## src/rtl/stick_pot_pkg.sv

```systemverilog
// ---------------------------------------------------------------------------
// stick_pot_pkg
// Shared types and helpers for the Red Baron joystick-to-pot shaper.
//   axis_mode_t  : per-axis source of the pot value (CENTER, DIGITAL, ANALOG)
//   POT_CENTER   : resting pot value, the middle of the 0..255 range
//   sat_step     : move a pot value up or down by a step, pinned at 0/255
//   center_step  : move a pot value toward POT_CENTER, never crossing it
// ---------------------------------------------------------------------------
package stick_pot_pkg;

  typedef enum logic [1:0] {
    CENTER  = 2'd0,
    DIGITAL = 2'd1,
    ANALOG  = 2'd2
  } axis_mode_t;

  localparam logic [7:0] POT_CENTER = 8'd128;

  // A 9-bit intermediate exposes the carry/borrow, so an overflow past
  // 255 or an underflow below 0 pins the result instead of wrapping.
  function automatic logic [7:0] sat_step(input logic [7:0] val,
                                          input logic [7:0] step,
                                          input logic       up);
    logic [8:0] sum;
    logic [7:0] result;
    if (up) begin
      sum    = {1'b0, val} + {1'b0, step};
      result = sum[8] ? 8'hFF : sum[7:0];
    end else begin
      sum    = {1'b0, val} - {1'b0, step};
      result = sum[8] ? 8'h00 : sum[7:0];
    end
    return result;
  endfunction

  // Steps are at most 127, so moving from either side of 128 can never
  // wrap; all that remains is to stop exactly on the centre value.
  function automatic logic [7:0] center_step(input logic [7:0] val,
                                             input logic [7:0] step);
    logic [7:0] moved;
    logic [7:0] result;
    result = POT_CENTER;
    if (val > POT_CENTER) begin
      moved  = sat_step(val, step, 1'b0);
      result = (moved < POT_CENTER) ? POT_CENTER : moved;
    end else if (val < POT_CENTER) begin
      moved  = sat_step(val, step, 1'b1);
      result = (moved > POT_CENTER) ? POT_CENTER : moved;
    end
    return result;
  endfunction

endpackage

```

## src/rtl/stick_pot_shaper_if.sv

```systemverilog
// ---------------------------------------------------------------------------
// stick_pot_shaper_if
// Bundles the joystick inputs and pot outputs of stick_pot_shaper.
//   enable     : shaping active; low forces both pots to centre
//   joy_dir    : {up, down, left, right} d-pad bits
//   joya       : analog stick, [7:0] signed X, [15:8] signed Y
//   audiosel   : pot select from the game, 1 = X, 0 = Y
//   pot_x      : shaped roll pot value
//   pot_y      : shaped pitch pot value
//   pot_out    : audiosel ? pot_x : pot_y
//   src_analog : {Y in ANALOG, X in ANALOG}
// The slave modport is the shaper's view, the master modport the driver's.
// ---------------------------------------------------------------------------
interface stick_pot_shaper_if;

  logic        enable;
  logic [3:0]  joy_dir;
  logic [15:0] joya;
  logic        audiosel;
  logic [7:0]  pot_x;
  logic [7:0]  pot_y;
  logic [7:0]  pot_out;
  logic [1:0]  src_analog;

  modport slave (
    input  enable, joy_dir, joya, audiosel,
    output pot_x, pot_y, pot_out, src_analog
  );

  modport master (
    output enable, joy_dir, joya, audiosel,
    input  pot_x, pot_y, pot_out, src_analog
  );

endinterface

```

## src/rtl/stick_axis_ramp.sv

```systemverilog
// ---------------------------------------------------------------------------
// stick_axis_ramp
// One pot axis: chooses between analog stick, d-pad ramping and
// self-centering, and holds the resulting 8-bit pot value.
//   clk_i     : system clock
//   reset     : asynchronous active-high reset
//   enable_i  : shaping active; low forces CENTER and the centre value
//   tick_i    : one-cycle ramp tick
//   neg_i     : d-pad direction toward 0
//   pos_i     : d-pad direction toward 255
//   analog_i  : signed analog stick byte for this axis
//   pot_o     : registered pot value
//   analog_o  : axis currently in ANALOG mode
// ---------------------------------------------------------------------------
module stick_axis_ramp
  import stick_pot_pkg::*;
#(
  parameter int RAMP_STEP   = 4,
  parameter int RETURN_STEP = 8,
  parameter int DEADZONE    = 12
) (
  input  logic       clk_i,
  input  logic       reset,
  input  logic       enable_i,
  input  logic       tick_i,
  input  logic       neg_i,
  input  logic       pos_i,
  input  logic [7:0] analog_i,
  output logic [7:0] pot_o,
  output logic       analog_o
);

  axis_mode_t mode_q, mode_d;
  logic [7:0] pot_q, pot_d;
  logic [8:0] magnitude;
  logic       analogActive;
  logic       digitalActive;

  // Magnitude is 9 bits wide so that -128 comes out as +128 rather
  // than folding back onto itself.
  assign magnitude     = analog_i[7] ? (9'd256 - {1'b0, analog_i})
                                     : {1'b0, analog_i};
  assign analogActive  = (magnitude > 9'(DEADZONE));
  // Opposing directions cancel, so only a single held direction ramps.
  assign digitalActive = neg_i ^ pos_i;

  // Mode selection: analog beats d-pad, and with neither the axis
  // drifts back to centre. Disabling overrides everything.
  always_comb begin
    mode_d = CENTER;
    if (enable_i) begin
      if (analogActive) begin
        mode_d = ANALOG;
      end else if (digitalActive) begin
        mode_d = DIGITAL;
      end
    end
  end

  // Value update follows the mode chosen this cycle, so an analog sample
  // shows up on the pot one clock later and leaving ANALOG ramps from
  // whatever value the stick last produced.
  always_comb begin
    pot_d = pot_q;
    if (!enable_i) begin
      pot_d = POT_CENTER;
    end else begin
      case (mode_d)
        ANALOG: begin
          pot_d = analog_i ^ 8'h80;
        end
        DIGITAL: begin
          if (tick_i) begin
            pot_d = sat_step(pot_q, 8'(RAMP_STEP), pos_i);
          end
        end
        default: begin
          if (tick_i) begin
            pot_d = center_step(pot_q, 8'(RETURN_STEP));
          end
        end
      endcase
    end
  end

  // Mode and pot registers; reset drops straight to centre.
  always_ff @(posedge clk_i or posedge reset) begin
    if (reset) begin
      mode_q <= CENTER;
      pot_q  <= POT_CENTER;
    end else begin
      mode_q <= mode_d;
      pot_q  <= pot_d;
    end
  end

  assign pot_o    = pot_q;
  assign analog_o = (mode_q == ANALOG);

endmodule

```

## src/rtl/stick_pot_shaper.sv

```systemverilog
// ---------------------------------------------------------------------------
// stick_pot_shaper
// Turns MiSTer d-pad and analog stick input into the pitch/roll pot bytes
// read by the Red Baron POKEY pot scan.
//   clk_i  : system clock (50 MHz domain)
//   reset  : asynchronous active-high reset
//   bus    : stick_pot_shaper_if slave (joystick in, pot values out)
// Parameters: TICK_DIV clocks per ramp tick, RAMP_STEP / RETURN_STEP pot
// units per tick for d-pad ramping / self-centering, DEADZONE analog idle
// threshold.
// ---------------------------------------------------------------------------
module stick_pot_shaper
  import stick_pot_pkg::*;
#(
  parameter int TICK_DIV    = 50000,
  parameter int RAMP_STEP   = 4,
  parameter int RETURN_STEP = 8,
  parameter int DEADZONE    = 12
) (
  input logic                 clk_i,
  input logic                 reset,
  stick_pot_shaper_if.slave   bus
);

  localparam int CW = (TICK_DIV > 1) ? $clog2(TICK_DIV) : 1;
  localparam logic [CW-1:0] TICK_LAST = CW'(TICK_DIV - 1);

  logic [CW-1:0] cnt_q, cnt_d;
  logic          tick;
  logic          analogX;
  logic          analogY;

  // Free-running ramp timebase, independent of enable so both axes
  // always share the same tick phase.
  assign tick  = (cnt_q == TICK_LAST);
  assign cnt_d = tick ? '0 : cnt_q + CW'(1);

  always_ff @(posedge clk_i or posedge reset) begin
    if (reset) begin
      cnt_q <= '0;
    end else begin
      cnt_q <= cnt_d;
    end
  end

  // Roll axis: left pulls toward 0, right toward 255.
  stick_axis_ramp #(
    .RAMP_STEP   (RAMP_STEP),
    .RETURN_STEP (RETURN_STEP),
    .DEADZONE    (DEADZONE)
  ) u_axis_x (
    .clk_i    (clk_i),
    .reset    (reset),
    .enable_i (bus.enable),
    .tick_i   (tick),
    .neg_i    (bus.joy_dir[1]),
    .pos_i    (bus.joy_dir[0]),
    .analog_i (bus.joya[7:0]),
    .pot_o    (bus.pot_x),
    .analog_o (analogX)
  );

  // Pitch axis: up pulls toward 0, down toward 255.
  stick_axis_ramp #(
    .RAMP_STEP   (RAMP_STEP),
    .RETURN_STEP (RETURN_STEP),
    .DEADZONE    (DEADZONE)
  ) u_axis_y (
    .clk_i    (clk_i),
    .reset    (reset),
    .enable_i (bus.enable),
    .tick_i   (tick),
    .neg_i    (bus.joy_dir[3]),
    .pos_i    (bus.joy_dir[2]),
    .analog_i (bus.joya[15:8]),
    .pot_o    (bus.pot_y),
    .analog_o (analogY)
  );

  assign bus.src_analog = {analogY, analogX};
  assign bus.pot_out    = bus.audiosel ? bus.pot_x : bus.pot_y;

endmodule
```

## src/flat_wrapper.sv

```systemverilog
// flat-port wrapper written by rule: the top's interface ports become plain ports
module stick_pot_shaper_flat import stick_pot_pkg::*;
#(
  parameter int TICK_DIV    = 50000,
  parameter int RAMP_STEP   = 4,
  parameter int RETURN_STEP = 8,
  parameter int DEADZONE    = 12
)
  (clk_i, reset, bus_enable, bus_joy_dir, bus_joya, bus_audiosel, bus_pot_x, bus_pot_y, bus_pot_out, bus_src_analog);
  stick_pot_shaper_if bus_i ();
  input logic clk_i;
  input logic reset;
  input wire logic [$bits(bus_i.enable)-1:0] bus_enable;
  input wire logic [$bits(bus_i.joy_dir)-1:0] bus_joy_dir;
  input wire logic [$bits(bus_i.joya)-1:0] bus_joya;
  input wire logic [$bits(bus_i.audiosel)-1:0] bus_audiosel;
  output wire logic [$bits(bus_i.pot_x)-1:0] bus_pot_x;
  output wire logic [$bits(bus_i.pot_y)-1:0] bus_pot_y;
  output wire logic [$bits(bus_i.pot_out)-1:0] bus_pot_out;
  output wire logic [$bits(bus_i.src_analog)-1:0] bus_src_analog;
  assign bus_i.enable = bus_enable;
  assign bus_i.joy_dir = bus_joy_dir;
  assign bus_i.joya = bus_joya;
  assign bus_i.audiosel = bus_audiosel;
  assign bus_pot_x = bus_i.pot_x;
  assign bus_pot_y = bus_i.pot_y;
  assign bus_pot_out = bus_i.pot_out;
  assign bus_src_analog = bus_i.src_analog;
  stick_pot_shaper #(.TICK_DIV(TICK_DIV), .RAMP_STEP(RAMP_STEP), .RETURN_STEP(RETURN_STEP), .DEADZONE(DEADZONE)) u_core (.clk_i(clk_i), .reset(reset), .bus(bus_i));
endmodule
```

## config.mk

```make
export PLATFORM = sky130hd
export DESIGN_NAME = stick_pot_shaper_flat
export DESIGN_NICKNAME = d
export VERILOG_FILES = /design/src/rtl/stick_pot_pkg.sv /design/src/rtl/stick_pot_shaper_if.sv /design/src/rtl/stick_axis_ramp.sv /design/src/rtl/stick_pot_shaper.sv /design/src/flat_wrapper.sv
export SDC_FILE = /design/constraint.sdc
export NUM_CORES = 1
export LEC_CHECK = 0
export BUFFER_PORTS_ARGS = -buffer_cell sky130_fd_sc_hd__buf_2
export CAP_MARGIN = 20
export CELL_PAD_IN_SITES_DETAIL_PLACEMENT = 1
export CELL_PAD_IN_SITES_GLOBAL_PLACEMENT = 1
export CORE_UTILIZATION = 25
export CTS_CLUSTER_SIZE = 14
export DETAILED_ROUTE_END_ITERATION = 10
export PLACE_DENSITY_LB_ADDON = 0.1
export SYNTH_ARGS = -nofsm -noshare
export SYNTH_HDL_FRONTEND = slang
export SYNTH_HIERARCHICAL = 1
export SYNTH_SLANG_ARGS = --single-unit
```

## constraint.sdc

```tcl
create_clock -name clk_i -period 4.45 [get_ports clk_i]
set_input_delay 0.6675 -clock clk_i [delete_from_list [all_inputs] [get_ports clk_i]]
set_output_delay 0.6675 -clock clk_i [all_outputs]
set_load 0.005 [all_outputs]
```

### Yosys cells after proc, flatten, opt, wreduce, memory -nomap -nowiden

Cells that the tools add are included.

* bits of input ports: 24
* flip-flop bits (word level): 36
* logic and storage cells: 99
* output and inout bits: 26

* bitwise logic cells: 4
* eq/ne operators: 11
* reductions and logical operators: 4
* add/sub/neg operators: 11
* mux-type cells: 54
* order comparisons: 10

Operators by type and width (number)
* $mux 8: 43
* $gt 8x8->1 const B: 4
* $lt 8x8->1 const B: 4
* $pmux 8 s2: 2
* $add 8x3->9 const B: 2
* $add 8x4->9 const B: 2
* $gt 9x4->1 const B: 2
* $mux 9: 2
* $sub 8x3->9 const B: 2
* $sub 8x4->9 const B: 2
* $sub 9x8->9 const A: 2
* $add 16x1->16 const B: 1
* $eq 16x16->1 const B: 1
* $mux 16: 1
* $eq 2x2->1 const B: 4
* $mux 2: 4
* $ne 3x1->1 const B: 2
* $ne 3x2->1 const B: 2
* $eq 2x1->1 const B: 2
* $reduce_and 2->1: 2
* $reduce_or 2->1: 2
* $mux 1: 2
* $not 1->1: 2
* $xor 1x1->1: 2

### Longest topological paths before layout

* depth in word-level cells: 16
* mapped depth: 15
* mapped depth without buffers: 13

### Cells and area by module

The synthesis kept the hierarchy.

By module, submodules not included
* stick_axis_ramp: cells an instance 155, times used 2, area an instance 1224.9 µm²
* stick_pot_shaper: cells an instance 82, times used 1, area an instance 890.9 µm²

### Worst setup path before layout

No wires, ideal clock.

* path type: input to register
* start: in bus_joya[0]
* end: reg u_core.u_axis_x.pot_q[1], in the netlist u_core/u_axis_x/pot_o[1]
* library setup time: 104 ps
* cell stages on the path: 15
* slack: 1382 ps
* required time: 4346 ps
* arrival time: 2964 ps
* path through: inv_1 > ha_1 > nor3b_1 > nor3b_1 > nor3b_1 > a21oi_1 > or2_1 > ha_1 > buf_2 > nor2b_1 > or3_1 > clkbuf_1 > o221ai_2 > o21ai_1 > o41ai_2

* cells in the longest elaborated chain, start to end: 8

RTL lines
* start: declaration: RTL line flat_wrapper.sv:15 `input wire logic [$bits(bus_i.joya)-1:0] bus_joya;`
* $sub 9x8->9: RTL line stick_axis_ramp.sv:41 `assign magnitude = analog_i[7] ? (9'd256 - {1'b0, analog_i})`
* $mux 9 (*): RTL line stick_axis_ramp.sv:41
* $gt 9x4->1 (*): RTL line stick_axis_ramp.sv:43 `assign analogActive = (magnitude > 9'(DEADZONE));`
* $mux 2 (*): RTL line stick_axis_ramp.sv:52 `if (analogActive) begin`
* $mux 2 (*): RTL line stick_axis_ramp.sv:51 `if (enable_i) begin`
* $eq 2x1->1 or $eq 2x2->1 (tied branches): RTL line stick_axis_ramp.sv:68 `case (mode_d)`
* $pmux 8 s2 (tied with other cells): RTL line stick_axis_ramp.sv:68
* $mux 8 or $reduce_and 2->1 (tied branches)
* end signal: assignment: RTL line stick_axis_ramp.sv:93 `pot_q <= pot_d;`
* end: declaration: RTL line stick_axis_ramp.sv:34 `logic [7:0] pot_q, pot_d;`

Mark *: on every way between the ends. The rest lies on a longest branch, timed or not.
A chain may end at the register's enable or synchronous reset.

### Worst setup path in the final report

* start: in bus_joya[0]
* end: reg u_core.u_axis_x.pot_q[1], in the netlist u_core/u_axis_x/pot_o[1]

* cells in the longest elaborated chain, start to end: 8

RTL lines
* $sub 9x8->9: RTL line stick_axis_ramp.sv:41
* $mux 9 (*): RTL line stick_axis_ramp.sv:41
* $gt 9x4->1 (*): RTL line stick_axis_ramp.sv:43
* $mux 2 (*): RTL line stick_axis_ramp.sv:52
* $mux 2 (*): RTL line stick_axis_ramp.sv:51
* via u_core.u_axis_x.mode_d[1]: RTL line stick_axis_ramp.sv:33 `axis_mode_t mode_q, mode_d;`
* $eq 2x1->1 or $eq 2x2->1 (tied branches): RTL line stick_axis_ramp.sv:68
* $pmux 8 s2 (tied with other cells): RTL line stick_axis_ramp.sv:68
* $mux 8 or $reduce_and 2->1 (tied branches)

Mark *: on every way through the listed nets, which the timed path passes. The rest lies on a longest branch.

==> key figures <==
GRT
  • Antenna violations before repair: 0
  • Number of global-route vias before repair: 3160
  • GRT Total Usage: 0.154
  • Overflow after GRT: 0
  • Largest net degree at the start of global routing: 23
  • Global-route wire length before repair: 17300 um

Routing
  • Routed Antenna Nets: 0
  • Vias per inst: 5.22
  • Drt drc: 0
  • Routed wl met2: 4550 um
  • Metal-1 WL: 5190 um
  • Vias: 3120
  • Iteration-0 DRC Markers: 143
  • Total wire length: 10200 um
  • Wire per inst: 17.1 um
  • Max layer used: met4
  • Routed length on met3: 418 um
  • DR pass1 iterations: 4

Final layout
  • Area occupied by registers: 903 sq um
  • Area Growth Syn to Fin: 15.2%
  • Final Util: 0.300
  • Nets: 468
  • Multi-input logic area: 2220 sq um
  • Antenna cell count: 0
  • Layout fillers: 1551
  • Layout cell share with drive strength beyond 1: 0.211

Die
  • Die height: 118 um
  • Core box area: 12800 sq um
  • Die width: 118 um
  • Cell Rows: 41
  • Effective utilization at floorplan: 0.260
  • Io pins: 50
  • Die area: 13800 sq um

Clock network
  • CTS Sinks: 36
  • Post-CTS Setup Bufs: 0
  • Root Driver: clkbuf_16
  • CTS Hold Bufs: 0
  • Num CTS Buffers: 5
  • CTS resizes: 0
  • CTS tree: done
  • Clk buf depth: 2
  • Clock Latency Late Sink: 0.28 ns
  • H-tree lvl count: 2
  • Clock slew at reported path FFs: 0.06 ns

Timing
  • Max Freq: 0.308 GHz
  • Worst slew margin: 0.452
  • Final Max Tran Viols: 0
  • RSZ-0062 raised after global routing: false
  • Clock Skew: 0.00445 ns
  • Final critical-path required period: 3.25 ns
  • # setup viols final: 0
  • TNS Setup: 0 ns
  • Hold slack: 0.409 ns
  • Slew @ Worst Pin: 0.816 ns
  • Tcrit/Tclk final: 0.729
  • Final hold viol count: 0

Synth
  • Synth async-reset ratio: 1.00
  • Compound-Gate Fraction of Synth Area: 0.243
  • XOR/XNOR Fraction of Synth Area: 0.0760
  • Post-synth net total: 435
  • Post-synth top area cell: dfrtp_1
  • Adder and majority gate portion of the synthesized area: 0.0712
  • Top post-synthesis cells by area: dfrtp_1 (25%), ha_1 (7.1%), nand2_1 (4.5%)
  • Mux cell area share after synthesis: 0.0404
  • Synth top cells by count: nand2_1 (40), dfrtp_1 (34), nor2_1 (29)
  • EDFF count, synth: 0
  • Most used DFF post-synth: dfrtp_1
  • Synth Area in Simple Gates: 0.234
  • Synth Instances: 392
  • Post-Syn Area: 3340 sq um
  • Avg Synthesized Cell Area: 8.52 sq um
  • Sequential-to-total area share from yosys stat: 0.270
  • Synth cell types: 60
  • Yosys reg bits: 36
  • Count leader, synth: nand2_1
  • Largest family of logic cells by synthesized area: compound AO/OA/AOI/OAI gates
  • Share of the synthesized area in the top cell type: 0.255
  • Yosys warning total: 6

Place
  • GP Congestion: 0.736
  • HPWL Detailed: 7810 um
  • # port buffers: 49

Power
  • Sw power: 372 uW
  • Clock network power share: 0.350
  • Worst VDD drop: 0.133 mV
  • PnR Total Power: 1130 uW
  • Comb pwr share: 0.290
  • Cell Pwr Density: 293 nW/um^2
  • Net Sw Frac: 0.330
  • Leak pwr: 0.00166 uW
  • Internal Power: 755 uW
  • Sequential share of power: 0.360

Job
  • Max Cap Viol: 0

Setup path
  • Arrival @ worst endpoint: 3.38 ns
  • Worst Setup SP: bus_joya[0]
  • Critical path capture point type: flip-flop
  • Cell count along the critical path: 13
  • Worst path required time: 4.59 ns
  • Critical path buffers and inverters: 2
  • Worst setup SP type: input port
  • R2R setup slack: 1.85 ns
  • Critical Path End: u_core/u_axis_x/pot_o[1]$_DFFE_PP0P_
  • Reg2Reg Depth: 6
  • CP max stage cell: ha_1
  • Crit-path leading delay family: compound AO/OA/AOI/OAI gates
  • Crit-path max cell delay: 0.38 ns
  • Crit Path Max Fanout: 9
  • R2R Path End: u_core/u_axis_y/pot_o[0]$_DFFE_PP0P_
  • Crit Reg-Reg Startpoint: u_core/cnt_q[0]$_DFF_PP0_
  • CP most frequent cell: ha_1
  • Setup CP Type: in2reg
  • Worst path cell trace: buf_2 -> inv_1 -> ha_1 -> o21ai_0 -> a211o_1 -> a21oi_1 -> and2_1 -> ha_1 -> nor2b_1 -> or3_1 -> o221ai_2 -> o21ai_1 -> o41ai_2

Hold path
  • Class of the worst hold path: in2async

Status
  • Status: complete, no violations
-- metrics by stage --
| stage | cell area [sq um] | std cells | setup WS, ns |
|---|---|---|---|
| 3_3_place_gp | 3680 | 590 | 0.979 |
| 6_report | 3850 | 598 | 1.20 |
| 2_1_floorplan | 3340 | 392 | 1.38 |
| 4_1_cts | 3850 | 598 | 1.19 |
| 3_5_place_dp | 3680 | 590 | 0.900 |
| 5_1_grt | 3850 | 598 | 0.954 |
-- how the worst min path moves through the flow --
stage	startpoint	endpoint	depth (start not counted)
6_report	reset	u_core/u_axis_x/pot_o[3]$_DFFE_PP0P_	2
3_3_place_gp	u_core/cnt_q[0]$_DFF_PP0_	u_core/cnt_q[0]$_DFF_PP0_	1
5_1_grt	reset	u_core/u_axis_x/pot_o[5]$_DFFE_PP0P_	2
4_1_cts	reset	u_core/u_axis_x/pot_o[6]$_DFFE_PP0P_	2
3_5_place_dp	u_core/cnt_q[0]$_DFF_PP0_	u_core/cnt_q[0]$_DFF_PP0_	1
2_1_floorplan	u_core/cnt_q[0]$_DFF_PP0_	u_core/cnt_q[0]$_DFF_PP0_	1
-- registers in the layout, indices dropped and copies added, names as in the netlist --
signal,flops
u_core/u_axis_y/mode_q,2
u_core/u_axis_x/pot_o,8
u_core/u_axis_x/mode_q,2
u_core/cnt_q,16
u_core/u_axis_y/pot_o,8
-- final cells by class --
| class | instances | share of cell area |
|---|---|---|
| Clock buffer | 5 | 0.0325 |
| Clock inverter | 3 | 0.0111 |
| Inverter | 25 | 0.0244 |
| Multi-Input combinational cell | 308 | 0.578 |
| Sequential cell | 36 | 0.235 |
| Tap cell | 172 | 0.0559 |
| Timing Repair Buffer | 49 | 0.0637 |
-- layout by cell type, fill, tap and decap left out, types with 3 or more instances in the layout --
cell type  netlist  routed
nand4_1          6       6
clkbuf_16        0       5
o221ai_1         4       4
nand3_1         20      20
xnor2_1         15      15
nand2_1         40      40
a21oi_1         12      12
o21ai_1         14      14
inv_1           25      25
nor3_1           7       7
mux2_2           8       8
a311o_1          4       4
buf_2           10      49
nor4b_1          3       3
ha_1            19      19
or3_1            3       3
xor2_1          14      14
dfrtp_1         34      34
a221oi_1         8       8
o31ai_1          7       7
o41ai_2          6       6
nor3b_1          8       8
o21ai_0         12      12
nor2b_1          5       5
nor2_1          29      29
a21boi_0         4       4
a211oi_1         6       6
o22ai_1          4       4
nor4_1           5       5
-- routing by layer --
layer  vias up  global-route usage
li1       1513                   -
met1      1545               0.225
met2        58               0.241
met3         4              0.0237
met4         0              0.0256
met5         -                   0
-- power groups by stage --
stage	sequential, uW	clock [uW]	combinational (uW)
after floorplan	371	0	259
after global placement	414	0	326
after detailed placement	413	0	328
after CTS	407	409	330
after global routing	413	419	367
final	405	394	327
-- logic make-up (layout without fill, tap and decap cells) --
kind of cell               Yosys count  after routing
AOI/OAI and AO/OA                  104            104
xor gates and xnor gates            29             29
adders and majority gates           19             19
buffers and inverters               48             82
DFF                                 36             36
muxes                               10             10
and+or+nand+nor                    146            146
No activity file was read; power rests on OpenSTA's default activity.
